File: config.mk
export PLATFORM = sky130hd
export DESIGN_NAME = hex_scan_display
export DESIGN_NICKNAME = d
export VERILOG_FILES = /design/src/rtl/hex_scan_display.sv
export SDC_FILE = /design/constraint.sdc
export NUM_CORES = 1
export LEC_CHECK = 0
export CAP_MARGIN = 20
export CORE_UTILIZATION = 45
export DETAILED_ROUTE_END_ITERATION = 8
export PLACE_DENSITY = 0.66
export SLEW_MARGIN = 20
export SYNTH_ARGS = -nofsm -noshare
export SYNTH_HDL_FRONTEND = slang
export SYNTH_SLANG_ARGS = --single-unit
File: constraint.sdc
create_clock -name clk -period 3.7 [get_ports clk]
set_clock_uncertainty 0.05 [all_clocks]
set_input_delay 0.555 -clock clk [delete_from_list [all_inputs] [get_ports clk]]
set_output_delay 0.555 -clock clk [all_outputs]
set_load 0.05 [all_outputs]
File: src/rtl/hex_scan_display.sv
// Four-digit multiplexed hex display driver for a common-anode 7-segment panel.
// Double-buffered word/dp/blank with frame-boundary commit and PWM brightness.
module hex_scan_display #(
   parameter int unsigned REFRESH_DVSR = 100000
) (
   input  logic        clk,
   input  logic        reset_n,
   input  logic [15:0] hex_in,
   input  logic [3:0]  dp_in,
   input  logic [3:0]  blank_in,
   input  logic        load,
   input  logic [2:0]  bright,
   output logic [3:0]  an,
   output logic [7:0]  sseg,
   output logic        frame_tick
);

   localparam int unsigned CNT_W = $clog2(REFRESH_DVSR);
   localparam int unsigned SLOT  = REFRESH_DVSR / 8;

   logic [CNT_W-1:0] dwell_q, dwell_d;
   logic [1:0]       digit_q, digit_d;
   logic [15:0]      activeHex_q, activeHex_d, pendHex_q, pendHex_d;
   logic [3:0]       activeDp_q, activeDp_d, pendDp_q, pendDp_d;
   logic [3:0]       activeBlank_q, activeBlank_d, pendBlank_q, pendBlank_d;
   logic             pendValid_q, pendValid_d;
   logic [3:0]       an_q, an_d;
   logic [7:0]       sseg_q, sseg_d;
   logic             frameTick_q, frameTick_d;

   logic             dwellEnd, frameEnd;
   logic [3:0]       nibble;
   logic [6:0]       segs;
   logic [31:0]      onLimit;
   logic             lit;

   always_ff @(posedge clk or negedge reset_n) begin
      if (!reset_n) begin
         dwell_q       <= '0;
         digit_q       <= '0;
         activeHex_q   <= '0;
         activeDp_q    <= '0;
         activeBlank_q <= 4'hF;
         pendHex_q     <= '0;
         pendDp_q      <= '0;
         pendBlank_q   <= '0;
         pendValid_q   <= 1'b0;
         an_q          <= 4'hF;
         sseg_q        <= 8'hFF;
         frameTick_q   <= 1'b0;
      end else begin
         dwell_q       <= dwell_d;
         digit_q       <= digit_d;
         activeHex_q   <= activeHex_d;
         activeDp_q    <= activeDp_d;
         activeBlank_q <= activeBlank_d;
         pendHex_q     <= pendHex_d;
         pendDp_q      <= pendDp_d;
         pendBlank_q   <= pendBlank_d;
         pendValid_q   <= pendValid_d;
         an_q          <= an_d;
         sseg_q        <= sseg_d;
         frameTick_q   <= frameTick_d;
      end
   end

   // A load landing on the boundary cycle bypasses the pending buffer entirely.
   always_comb begin
      dwellEnd      = (dwell_q == CNT_W'(REFRESH_DVSR - 1));
      frameEnd      = dwellEnd && (digit_q == 2'd3);
      dwell_d       = dwellEnd ? '0 : dwell_q + CNT_W'(1);
      digit_d       = dwellEnd ? digit_q + 2'd1 : digit_q;
      activeHex_d   = activeHex_q;
      activeDp_d    = activeDp_q;
      activeBlank_d = activeBlank_q;
      pendHex_d     = pendHex_q;
      pendDp_d      = pendDp_q;
      pendBlank_d   = pendBlank_q;
      pendValid_d   = pendValid_q;
      frameTick_d   = 1'b0;
      if (frameEnd && load) begin
         activeHex_d   = hex_in;
         activeDp_d    = dp_in;
         activeBlank_d = blank_in;
         pendValid_d   = 1'b0;
         frameTick_d   = 1'b1;
      end else if (frameEnd && pendValid_q) begin
         activeHex_d   = pendHex_q;
         activeDp_d    = pendDp_q;
         activeBlank_d = pendBlank_q;
         pendValid_d   = 1'b0;
         frameTick_d   = 1'b1;
      end else if (load) begin
         pendHex_d   = hex_in;
         pendDp_d    = dp_in;
         pendBlank_d = blank_in;
         pendValid_d = 1'b1;
      end
   end

   always_comb begin
      nibble = activeHex_q[{digit_q, 2'b00} +: 4];
      case (nibble)
         4'h0:    segs = 7'b1000000;
         4'h1:    segs = 7'b1111001;
         4'h2:    segs = 7'b0100100;
         4'h3:    segs = 7'b0110000;
         4'h4:    segs = 7'b0011001;
         4'h5:    segs = 7'b0010010;
         4'h6:    segs = 7'b0000010;
         4'h7:    segs = 7'b1111000;
         4'h8:    segs = 7'b0000000;
         4'h9:    segs = 7'b0010000;
         4'hA:    segs = 7'b0001000;
         4'hB:    segs = 7'b0000011;
         4'hC:    segs = 7'b1000110;
         4'hD:    segs = 7'b0100001;
         4'hE:    segs = 7'b0000110;
         default: segs = 7'b0001110;
      endcase
   end

   // Brightness gates the first (bright+1)/8 of each dwell; bright is used live.
   always_comb begin
      onLimit = (32'(bright) + 32'd1) * SLOT;
      lit     = (32'(dwell_q) < onLimit) && !activeBlank_q[digit_q];
      an_d    = lit ? ~(4'b0001 << digit_q) : 4'hF;
      sseg_d  = lit ? {~activeDp_q[digit_q], segs} : 8'hFF;
   end

   assign an         = an_q;
   assign sseg       = sseg_q;
   assign frame_tick = frameTick_q;

endmodule

; ---- After elaboration in Yosys (flattened, before gate mapping)
; Memories as Yosys holds them, arrays and structs flattened.
; Index checks and enable logic that the tools add are counted.
[op_classes]
addsub = 3
multipliers = 1
order_cmp = 2
eq_ne = 2
shift = 2
mux = 18
bitwise_logic = 4
reduce_logical = 8
[op_table]
columns = op, count
row1 = 2-to-1 mux 16 bit, 2
row2 = 2-to-1 mux 4 bit, 5
row3 = less-than comparator 17 x 18 -> 1 bit, 1
row4 = adder 17 x 1 -> 17 bit (second input constant), 1
row5 = equality test 17 bit (second input constant), 1
row6 = 2-to-1 mux 17 bit, 1
row7 = multiplier 4 x 12 -> 16 bit (second input constant), 1
row8 = indexed part select 16 x 5 -> 4 bit, 1
row9 = 2-to-1 mux 8 bit, 1
row10 = 2-to-1 mux 1 bit, 7
row11 = adder 3 x 1 -> 4 bit (second input constant), 1
row12 = binary-select mux 1 bit (select 2 bit), 2
row13 = logical AND 1 bit, 4
row14 = inverter 4 bit, 1
row15 = << shifter 1 x 2 -> 4 bit (first input constant), 1
row16 = less-than comparator 2 x 3 -> 1 bit (second input constant), 1
row17 = inverter 1 bit, 3
row18 = AND reduction 3 bit, 1
row19 = nonzero test 3 bit, 1
row20 = adder 2 x 1 -> 2 bit (second input constant), 1
row21 = equality test 2 bit (second input constant), 1
row22 = nonzero test 2 bit, 1
row23 = zero test 1 bit, 1
[totals]
regBits = 81
rom_bits = 112
inputBits = 30
mem_count = 1
[memory_table]
columns = name, depth, word_bits, read_ports, rd_clocked_by_memory_dff, write_ports, line
row1 = (no name shown), 16, 7, 1, 0, 0, 103  ; case (nibble)

; ---- Logic depth before layout (Yosys ltp)
; Gate-level depths: netlist of the first run.
[depth]
word_depth = 5
depth_mapped = 19
mapped_depth_nobuf = 18

; ---- Worst setup path after synthesis of the first run
; No wires, ideal clock.
[synth_path]
kind = input to register
from = input port bright[0]
to = register an_q[0], in the netlist an[0]
arrival_time_ps = 4126
t_required_ps = 3560
path_slack_ps = -566
cell_stages = 17
path_buffers = 1
cell_sequence = inv_1 > ha_1 > ha_1 > ha_1 > ha_1 > and3b_1 > o21a_1 > o211a_1 > o31ai_1 > xor2_1 > ha_1 > nand4_1 > nor2_1 > a2111oi_0 > o211a_1 > clkbuf_1 > o21ai_0
[synth_between]
elab_chain_len = 5
[synth_rtl]
columns = item, line
row1 = from (decl), 12  ; input logic [2:0] bright,
row2 = adder 3 x 1 -> 4 bit, 125  ; onLimit = (32'(bright) + 32'd1) * SLOT;
row3 = multiplier 4 x 12 -> 16 bit, 125
row4 = less-than comparator 17 x 18 -> 1 bit, 126  ; lit = (32'(dwell_q) < onLimit) && !activeBlank_q[digit_q];
row5 = logical AND 1 bit, 126
row6 = 2-to-1 mux 4 bit, 127  ; an_d = lit ? ~(4'b0001 << digit_q) : 4'hF;
row7 = via an_d[0], 27  ; logic [3:0] an_q, an_d;
row8 = to (signal assigned), 61  ; an_q <= an_d;
row9 = to (decl), 27
; The timed path passes the listed nets, and every way through them passes these cells.
; A chain may end at the register's enable or synchronous reset.

; ---- Final worst setup path of the first run
[layout_path]
from = input port bright[0]
to = register sseg_q[0], in the netlist sseg[0]
[layout_between]
elab_chain_len = 5
[layout_rtl]
columns = item, line
row1 = adder 3 x 1 -> 4 bit, 125
row2 = multiplier 4 x 12 -> 16 bit, 125
row3 = less-than comparator 17 x 18 -> 1 bit, 126
row4 = logical AND 1 bit, 126
row5 = 2-to-1 mux 8 bit, 128  ; sseg_d = lit ? {~activeDp_q[digit_q], segs} : 8'hFF;
row6 = via sseg_d[0], 28  ; logic [7:0] sseg_q, sseg_d;
row7 = to (signal assigned), 62  ; sseg_q <= sseg_d;
row8 = to (decl), 28
; The timed path passes the listed nets, and every way through them passes these cells.

==> results.cfg, run 1 <==
[logic_synthesis]
synth-edff-count = 0
synth-seq-cells = 81
synth.distinct_cells = 52
syn_area_um2 = 4775
synth_area_leaders = dfrtp_1 (34%), ha_1 (11%), dfstp_2 (8.8%), o221ai_2 (6.3%), mux2_2 (5.9%)
async_reset_ff_frac = 1.000
synth_seq_area_share = 0.4287
syn-mean-instance-area_um2 = 11.73
synth_top_cell_by_area = dfrtp_1
synthCells = 407
ys_warn_count = 0
synth_top_area_frac = 0.3407
synth_ff_type = dfrtp_1
syn-num-nets = 481

[worst_setup_path]
cp_top_family = compound AO/OA/AOI/OAI gates
max_stage_delay_ns = 0.40
cpMostUsedCell = ha_4
r2r_start = dwell_q[5]
path_cells = buf_8 > clkinvlp_4 > ha_4 > ha_4 > inv_2 > fa_2 > inv_2 > ha_4 > and3b_1 > o21a_1 > o211a_1 > o31ai_2 > xor2_1 > ha_1 > nand4_1 > nor2_2 > a2111oi_4 > buf_4 > o211a_4 > o21ai_1
cp.required_ns = 3.93
worst-path-max-fanout = 6
rr_worst_depth = 4
cp.depth = 20
start_kind = primary input
path_class = primary input to flip-flop
path_buf_inv = 5
slowest_stage = a2111oi_4
cp.arrival_ns = 4.12
cp-startpoint = bright[0]
cp-end-kind = flip-flop

[floorplanning]
rows = 37
die-area_um2 = 11030
die_y_um = 105.0
start_util = 0.4625
pin_count = 43
core_area_um2 = 10320
die_w_um = 105.0

[finish]
mostFrequentLayoutCell = dfrtp_1
final_cell_area_um2 = 5911
fin_nets = 552
final_cell_mix = dfrtp_1 (65), clkdlybuf4s50_1 (38), ha_1 (36)
layout-drive-gt1-share = 0.3727
n_antenna_cell = 0
syn_to_final_growth_pct = 23.79

[global_routing]
grtUsageTotal = 0.1964
grt_busiest_layer = met2
grt_use_met3 = 0.03057
grt_antenna_before_repair = 0
use_met2 = 0.3269
grt_start_max_net_pins = 82
grtUsageMet1 = 0.2608
grt.overflow.total = 0
first_global_vias = 3566
grt_pass1_wl_mm = 17.26

[sta]
rsz0062_at_grt = yes
fin_crit_ns = 3.889
tightestPinTransition_ns = 0.8847
fmax_mhz = 257.1
slew_headroom = 0.4080
finalHoldViolCount = 0
setup_viol = 12
fin_ws_ns = -0.1889
drv_slew = 0
fin_crit_sh = 1.051

[cts]
cts_tree = yes
cts_buffer_depth = 2
numCtsBuffers = 9
cts_hold_buf = 0
clock_latency_ns = 0.35
cts_max_level = 3
numClockSinks = 81
clock-root-buffer = clkbuf_8
clk_pin_slew_ns = 0.09

[power_and_ir_drop]
pwr-share-seq = 0.469
combPwrFrac = 0.221
switching_share = 0.2844
internal-power_uw = 1487
power_switching_uw = 590.9
power_density_nw_per_um2 = 351.5
clock_power_share = 0.310
ir_drop_v = 0.0002477
cellLeakagePower_uw = 0.002470

[min_path]
min_path_type = primary input to async pin

[routing]
post-route-drc-count = 0
drt_first_pass_iters = 4
ant_nets = 0
drtIter0Drc = 151
wl_mm = 9.848
routedWlPerCell_um = 15.91
via_per_inst = 5.414
vias = 3351

[placement]
port_buffers = 42
post-place-ws_ns = -1.240
gp_congestion = 0.8403
place_hpwl_mm = 6.880
postPlaceCellArea_um2 = 5552

[status]
status = complete, but fails checks
violations = negative setup slack

[flow_run]
drv_cap = 0
==> worst reg2reg max path: cells and delay by family (launching register included) <==
| kind | cells | cell delay, ns |
|---|---|---|
| AND/OR/NAND/NOR | 3 | 1.62 |
| flip-flops | 1 | 0.47 |
| multiplexers | 1 | 0.42 |
==> layer usage <==
layer  vias up  share of wire
met2        47           0.50
met4         0         0.0094
met3         8          0.020
met5         -              0
li1       1622              -
met1      1674           0.47
==> cells by family after synthesis <==
kind of cell,share of synthesized area
XOR/XNOR,0.04402
AND/OR/NAND/NOR,0.08700
AO/OA/AOI/OAI,0.1730
flip-flops,0.4287
adder cells (fa/ha/maj),0.1169
multiplexers,0.08962
buffers and inverters,0.06079
==> power groups by stage <==
stage | Clock, µW | Sequential (µW) | Combinational [µW]
2_1_floorplan | 0 | 1020 | 226
3_3_place_gp | 0 | 990 | 415
3_5_place_dp | 0 | 993 | 427
4_1_cts | 662 | 976 | 453
5_1_grt | 696 | 983 | 506
6_report | 643 | 975 | 459
==> worst paths after layout <==
check / slack [ns] / to
worst min register to register: 0.43 / dwell_q[0]
min in group clk: 0.43 / dwell_q[0]
worst max-delay path: -0.19 / sseg[0]
max in group asynchronous: 2.91 / dwell_q[16]
worst min-delay path: 0.19 / pendHex_q[15]
worst max register to register: 1.04 / pendBlank_q[0]
==> cells in the mapped netlist, types with 2 or more instances <==
master / instances
o21ai_2: 20
nor3_1: 3
ha_1: 43
and4_1: 3
nor2_1: 17
or2_2: 4
nand2b_1: 2
nand2_1: 12
dfstp_2: 16
mux4_2: 6
buf_2: 6
mux2_2: 25
xor2_1: 10
clkbuf_1: 4
o221ai_1: 6
nand3_1: 8
dfrtp_1: 65
a21oi_1: 17
buf_6: 5
a21o_1: 3
o21ai_0: 18
xnor2_1: 14
nor3_4: 2
inv_1: 40
nand4_1: 7
nor2b_1: 4
o211a_1: 2
or4b_1: 2
o221ai_2: 20
==> flip-flops by register name (all words and copies together) (netlist names), 2 cells and up <==
register,flops
digit_q,2
activeHex_q,16
dwell_q,17
activeDp_q,4
an,4
pendHex_q,16
pendDp_q,4
pendBlank_q,4
sseg,8
activeBlank_q,4
==> what timing repair did <==
| action | in CTS | in global routing |
|---|---|---|
| cloned | 1 | 0 |
| setup endpoints to repair | 12 | 12 |
| setup buffers | 3 | 1 |
| gates resized for setup | 43 | 4 |
| pin swaps | 17 | 13 |
==> through the flow <==
stage            util  power (µW)  setup TNS (ns)  instances  hold slack [ns]
3_5_place_dp   0.5378        1420          -14.48        598           0.4262
3_3_place_gp   0.5378        1404          -11.82        598           0.4170
6_report       0.5725        2078          -1.853        619           0.1904
5_1_grt        0.5725        2185          -3.158        619           0.2237
4_1_cts        0.5683        2091          -1.895        618           0.3489
2_1_floorplan       -        1248          -3.123        407           0.2094
==> area by class of cell <==
cell class / instances / area [µm²]
Multi-Input combinational cell: 269 / 2648
Fill cell: 894 / 4413
Tap cell: 136 / 170.2
Clock buffer: 10 / 127.6
Timing Repair Buffer: 76 / 693.2
Sequential cell: 81 / 2047
Clock inverter: 6 / 67.56
Inverter: 41 / 157.7
Note: power is estimated with default switching activity, not from simulation.
==> inputs of run 2 (changes only) <==
--- a/config.mk
+++ b/config.mk
@@ -6,9 +6,10 @@
 export NUM_CORES = 1
 export LEC_CHECK = 0
 export CAP_MARGIN = 20
-export CORE_UTILIZATION = 45
+export CORE_UTILIZATION = 63
+export CTS_CLUSTER_SIZE = 20
 export DETAILED_ROUTE_END_ITERATION = 8
-export PLACE_DENSITY = 0.66
+export PLACE_DENSITY = 0.87
 export SLEW_MARGIN = 20
 export SYNTH_ARGS = -nofsm -noshare
 export SYNTH_HDL_FRONTEND = slang
==> run 2 against run 1 <==
The run still ends with negative setup slack left. Clock power increased by 14%. Combinational power increased by 9.8%. Via count increased by 6.1%. Critical path depth unchanged. Sequential power about the same. Power increased by 6.4%. Die area decreased by 28%. Hold slack got worse by 0.043 ns. Wire length increased by 12%. Non-clock buffer count increased by 6.
==> results.cfg, run 2 (same netlist as run 1, synthesis figures left out) <==
[worst_setup_path]
rr_worst_depth = 5
cp.depth = 20
path_cells = buf_8 > clkinvlp_4 > ha_4 > ha_4 > inv_2 > fa_2 > inv_2 > ha_4 > and3b_1 > o21a_1 > o211a_1 > o31ai_4 > xor2_1 > ha_1 > nand4_1 > nor2_4 > a2111oi_4 > buf_4 > o211a_4 > o21ai_1
max_stage_delay_ns = 0.42
cp-startpoint = bright[0]
path_buf_inv = 5
cp.required_ns = 3.94
cp_top_family = compound AO/OA/AOI/OAI gates
cp-end-kind = flip-flop
worst-path-max-fanout = 6
slowest_stage = a2111oi_4
start_kind = primary input
cp.arrival_ns = 4.42
cpMostUsedCell = ha_4
path_class = primary input to flip-flop
r2r_start = digit_q[1]

[global_routing]
grt.overflow.total = 0
grt_start_max_net_pins = 82
first_global_vias = 3690
grtUsageTotal = 0.2934
grt_pass1_wl_mm = 17.27
grt_antenna_before_repair = 0

[finish]
largest-register = dwell_q
final_cell_mix = dfrtp_1 (65), clkdlybuf4s50_1 (38), buf_4 (38)
largest_reg_flops = 17
fin_nets = 558
nFillCells = 402
final_cell_area_um2 = 5976
mostFrequentLayoutCell = dfrtp_1
multi_input_area_um2 = 2689
seqCellArea_um2 = 2047
reg_top3 = dwell_q x17, activeHex_q x16, pendHex_q x16
layout-drive-gt1-share = 0.3926
n_antenna_cell = 0
syn_to_final_growth_pct = 25.16

[cts]
cts_hold_buf = 0
clock-root-buffer = clkbuf_8
numClockSinks = 81
cts_tree = yes
cts_max_level = 3
numCtsBuffers = 9
clock_latency_ns = 0.35
clk_pin_slew_ns = 0.09
cts_buffer_depth = 2

[sta]
fin_hold_ws_ns = 0.1477
setup_viol = 12
setup_tns_ns = -5.262
fmax_mhz = 239.3
fin_crit_sh = 1.129
slew_headroom = 0.3512
fin_ws_ns = -0.4790
rsz0062_at_grt = yes
drv_slew = 0
finalHoldViolCount = 0
fin_crit_ns = 4.179
tightestPinTransition_ns = 0.9697

[flow_run]
drv_cap = 0

[routing]
via_per_inst = 6.048
routedWlPerCell_um = 18.84
post-route-drc-count = 0
vias = 3556
drtIter0Drc = 232
wl_mm = 11.08
ant_nets = 0
drt_first_pass_iters = 4

[placement]
postPlaceCellArea_um2 = 5513
port_buffers = 42
gp_congestion = 0.8439
place_hpwl_mm = 6.750

[floorplanning]
rows = 31
die-area_um2 = 7931
die_y_um = 89.06
pin_count = 43
die_w_um = 89.06
start_util = 0.6548
core_area_um2 = 7292

[status]
status = complete, but fails checks
violations = negative setup slack

[power_and_ir_drop]
cellLeakagePower_uw = 0.002517
power_density_nw_per_um2 = 369.9
ir_drop_v = 0.0002950

[min_path]
min_path_type = primary input to async pin
[run 2: cell types whose count changed in the layout (fill, tap and decap cells not counted), sizes merged]
cell           previous run  this run
clkinvlp                  3         2
bufinv                    1         2
clkdlybuf4s15             1         0
inv                      40        41
buf                      37        43
[run 2: layer usage]
layer  track usage  up-vias  wire length (µm)
met5             0        -                 0
li1              -     1635                 -
met2        0.5091      128              5772
met4        0.1212        0               272
met3       0.06464       26               582
met1        0.3573     1767              4450
[run 2: what timing repair did]
action	in CTS	in global routing
gates resized for setup	45	9
setup endpoints to repair	12	12
hold endpoints to repair	0	0
buffers inserted	8	1
cloned	1	0
pin swaps	17	14
[run 2: report_power, final]
part	internal, µW	total (µW)	switching (µW)	leakage, µW
clock network	387	730	343	0.000112
logic	243	504	261	0.00146
registers	947	977	29.5	0.000946
total	1580	2210	634	0.00252
[run 2: final cells by class]
cell class	count	area share
multi-input cells	269	0.4500
flip-flops and latches	81	0.3425
repair buffers	82	0.1227
inverters	41	0.02638
clock buffers	9	0.02073
well taps	99	0.02073
clock inverters	7	0.01696
[run 2: through the flow]
step / worst slack, ns / utilization / total power [µW] / std cells
finish: -0.4790 / 0.8195 / 2211 / 588
global route: -0.5583 / 0.8195 / 2304 / 588
CTS: -0.1851 / 0.8121 / 2185 / 587
detailed placement: -1.264 / 0.7560 / 1419 / 562
global placement: -0.9955 / 0.7560 / 1396 / 562
floorplan: -0.2766 / - / 1248 / 407
[run 2: worst paths after layout]
kind / end / slack, ns
worst max-delay path: an[0] / -0.48
worst min-delay path: pendHex_q[8] / 0.15
worst max register to register: pendDp_q[0] / 0.98
worst min register to register: activeBlank_q[3] / 0.44
max in group asynchronous: pendBlank_q[3] / 2.93
min in group clk: activeBlank_q[3] / 0.44
==> inputs of run 3 (changes only) <==
--- a/config.mk
+++ b/config.mk
@@ -6,10 +6,10 @@
 export NUM_CORES = 1
 export LEC_CHECK = 0
 export CAP_MARGIN = 20
-export CORE_UTILIZATION = 63
+export CORE_UTILIZATION = 30
 export CTS_CLUSTER_SIZE = 20
 export DETAILED_ROUTE_END_ITERATION = 8
-export PLACE_DENSITY = 0.87
+export PLACE_DENSITY = 0.48
 export SLEW_MARGIN = 20
 export SYNTH_ARGS = -nofsm -noshare
 export SYNTH_HDL_FRONTEND = slang
==> run 3 against run 2 <==
The flow still finishes with violations (negative setup slack). Design area rose by 2.5%. Hold slack improved by 0.054 ns. Utilization fell by 42 points. Cell count rose by 18%. Via count fell by 7.5%. Critical path depth did not move. Setup slack improved by 0.34 ns. Sequential share of layout area fell by 0.83 points. Wire length fell by 4.1%. Non-clock buffer count fell by 7. Largest power group is now clock.
==> results.cfg, run 3 (same netlist as run 1, synthesis figures left out) <==
[routing]
drtIter0Drc = 132
via_per_inst = 4.756
drt_first_pass_iters = 4
vias = 3291
post-route-drc-count = 0
ant_nets = 0
wl_mm = 10.62
routedWlPerCell_um = 15.35

[placement]
dpl.cell_count = 674
gp_congestion = 0.7430
place_hpwl_mm = 7.312
postPlaceCellArea_um2 = 5665
post-place-ws_ns = -1.120
port_buffers = 42

[global_routing]
grt.overflow.total = 0
grtUsageTotal = 0.1440
grt_pass1_wl_mm = 18.10
grt_start_max_net_pins = 82
grt_antenna_before_repair = 0
first_global_vias = 3467

[floorplanning]
die_w_um = 128.2
die-area_um2 = 16420
die_y_um = 128.2
pin_count = 43
rows = 45
start_util = 0.3106
core_area_um2 = 15370

[cts]
cts_hold_buf = 0
clk_pin_slew_ns = 0.06
cts_max_level = 3
numCtsBuffers = 9
numClockSinks = 81
clock-root-buffer = clkbuf_16
cts_tree = yes
clock_latency_ns = 0.35
cts_buffer_depth = 2

[worst_setup_path]
start_kind = primary input
slowest_stage = fa_2
worst-path-max-fanout = 6
cp.arrival_ns = 4.05
cpMostUsedCell = ha_4
cp.required_ns = 3.91
cp-end-kind = flip-flop
max_stage_delay_ns = 0.54
path_cells = buf_8 > clkinvlp_4 > ha_4 > ha_4 > inv_2 > fa_2 > inv_2 > ha_4 > a21o_1 > a21oi_2 > o21ai_2 > a21oi_1 > xor2_1 > ha_1 > a21oi_1 > a21boi_1 > a2111oi_4 > o211a_4 > buf_12 > o221ai_2
path_class = primary input to flip-flop

[sta]
setup_tns_ns = -1.486
fin_crit_sh = 1.038
slew_headroom = 0.3602
drv_slew = 0
fin_ws_ns = -0.1415
setup_viol = 12
fmax_mhz = 260.3
fin_crit_ns = 3.841
rsz0062_at_grt = yes
fin_hold_ws_ns = 0.2015
finalHoldViolCount = 0
tightestPinTransition_ns = 0.9561

[min_path]
min_path_type = primary input to async pin

[finish]
layout-drive-gt1-share = 0.3680
largest_reg_flops = 17
fin_nets = 550
n_antenna_cell = 0
final_cell_area_um2 = 6123
mostFrequentLayoutCell = dfrtp_1
finalNonFillerCells = 692
largest-register = dwell_q
final_cell_mix = dfrtp_1 (65), ha_1 (38), clkdlybuf4s50_1 (38)
reg_top3 = dwell_q x17, activeHex_q x16, pendHex_q x16
syn_to_final_growth_pct = 28.25

[status]
violations = negative setup slack
status = complete, but fails checks

[power_and_ir_drop]
ir_drop_v = 0.0002025
power_density_nw_per_um2 = 392.7
cellLeakagePower_uw = 0.002538

[flow_run]
drv_cap = 0
==> run 3: changes by cell type in the layout (fill, tap and decap cells not counted), moves of 2 or more <==
| cell | delta |
|---|---|
| o21ai_1 | -2 |
| ha_4 | -3 |
| ha_1 | +3 |
| o21ai_0 | +2 |
| clkbuf_16 | +10 |
| clkbuf_1 | +2 |
| buf_4 | -9 |
| clkbuf_8 | -8 |
==> run 3: critical path: cells and delay by family <==
kind	cells	cell delay, ns
buffers and inverters	5	0.42
XOR/XNOR	1	0.17
AO/OA/AOI/OAI	9	1.49
adder cells (fa/ha/maj)	5	1.41
==> run 3: repair_timing <==
| item | in CTS | in global routing |
|---|---|---|
| pin swaps | 6 | 3 |
| gates resized for setup | 24 | 20 |
| setup endpoints to repair | 12 | 12 |
| cloned | 0 | 1 |
| buffers inserted | 1 | 0 |
| endpoints found under the hold margin | 0 | 0 |
==> run 3: area by class of cell <==
class                   count  area [µm²]
fillers                  1479        9248
clock buffers              12       246.5
well taps                 211       264.0
repair buffers             75       715.7
multi-input cells         268        2615
inverters                  41       157.7
clock inverters             4       77.57
flip-flops and latches     81        2047
==> run 3: per-stage QoR <==
step | util | total power [µW]
3_3_place_gp | 0.3686 | 1417
6_report | 0.3984 | 2405
4_1_cts | 0.3928 | 2436
2_1_floorplan | - | 1248
3_5_place_dp | 0.3686 | 1425
5_1_grt | 0.3984 | 2529
==> run 3: path summary, 6_finish.rpt <==
check	start	endpoint	slack [ns]	cells past startpoint
worst max-delay path	bright[0]	sseg[2]	-0.14	20
worst min-delay path	reset_n	pendHex_q[11]	0.20	1
worst max register to register	digit_q[1]	pendHex_q[4]	0.97	5
worst min register to register	dwell_q[0]	dwell_q[0]	0.43	1
max in group asynchronous	reset_n	dwell_q[8]	2.88	1
min in group clk	dwell_q[0]	dwell_q[0]	0.43	1
==> run 3: routing by layer <==
metal  up-vias  track usage  wire (µm)
met5         -            0          0
met4         0      0.07059        181
met3        10      0.02295        231
met2        39       0.2206       4984
met1      1626       0.1976       5225
li1       1616            -          -
==> run 3: power by group <==
part           internal, µW  switching, µW  leakage (µW)
logic                   219            230       0.00144
registers               948           27.2      0.000946
clock network           613            367      0.000157
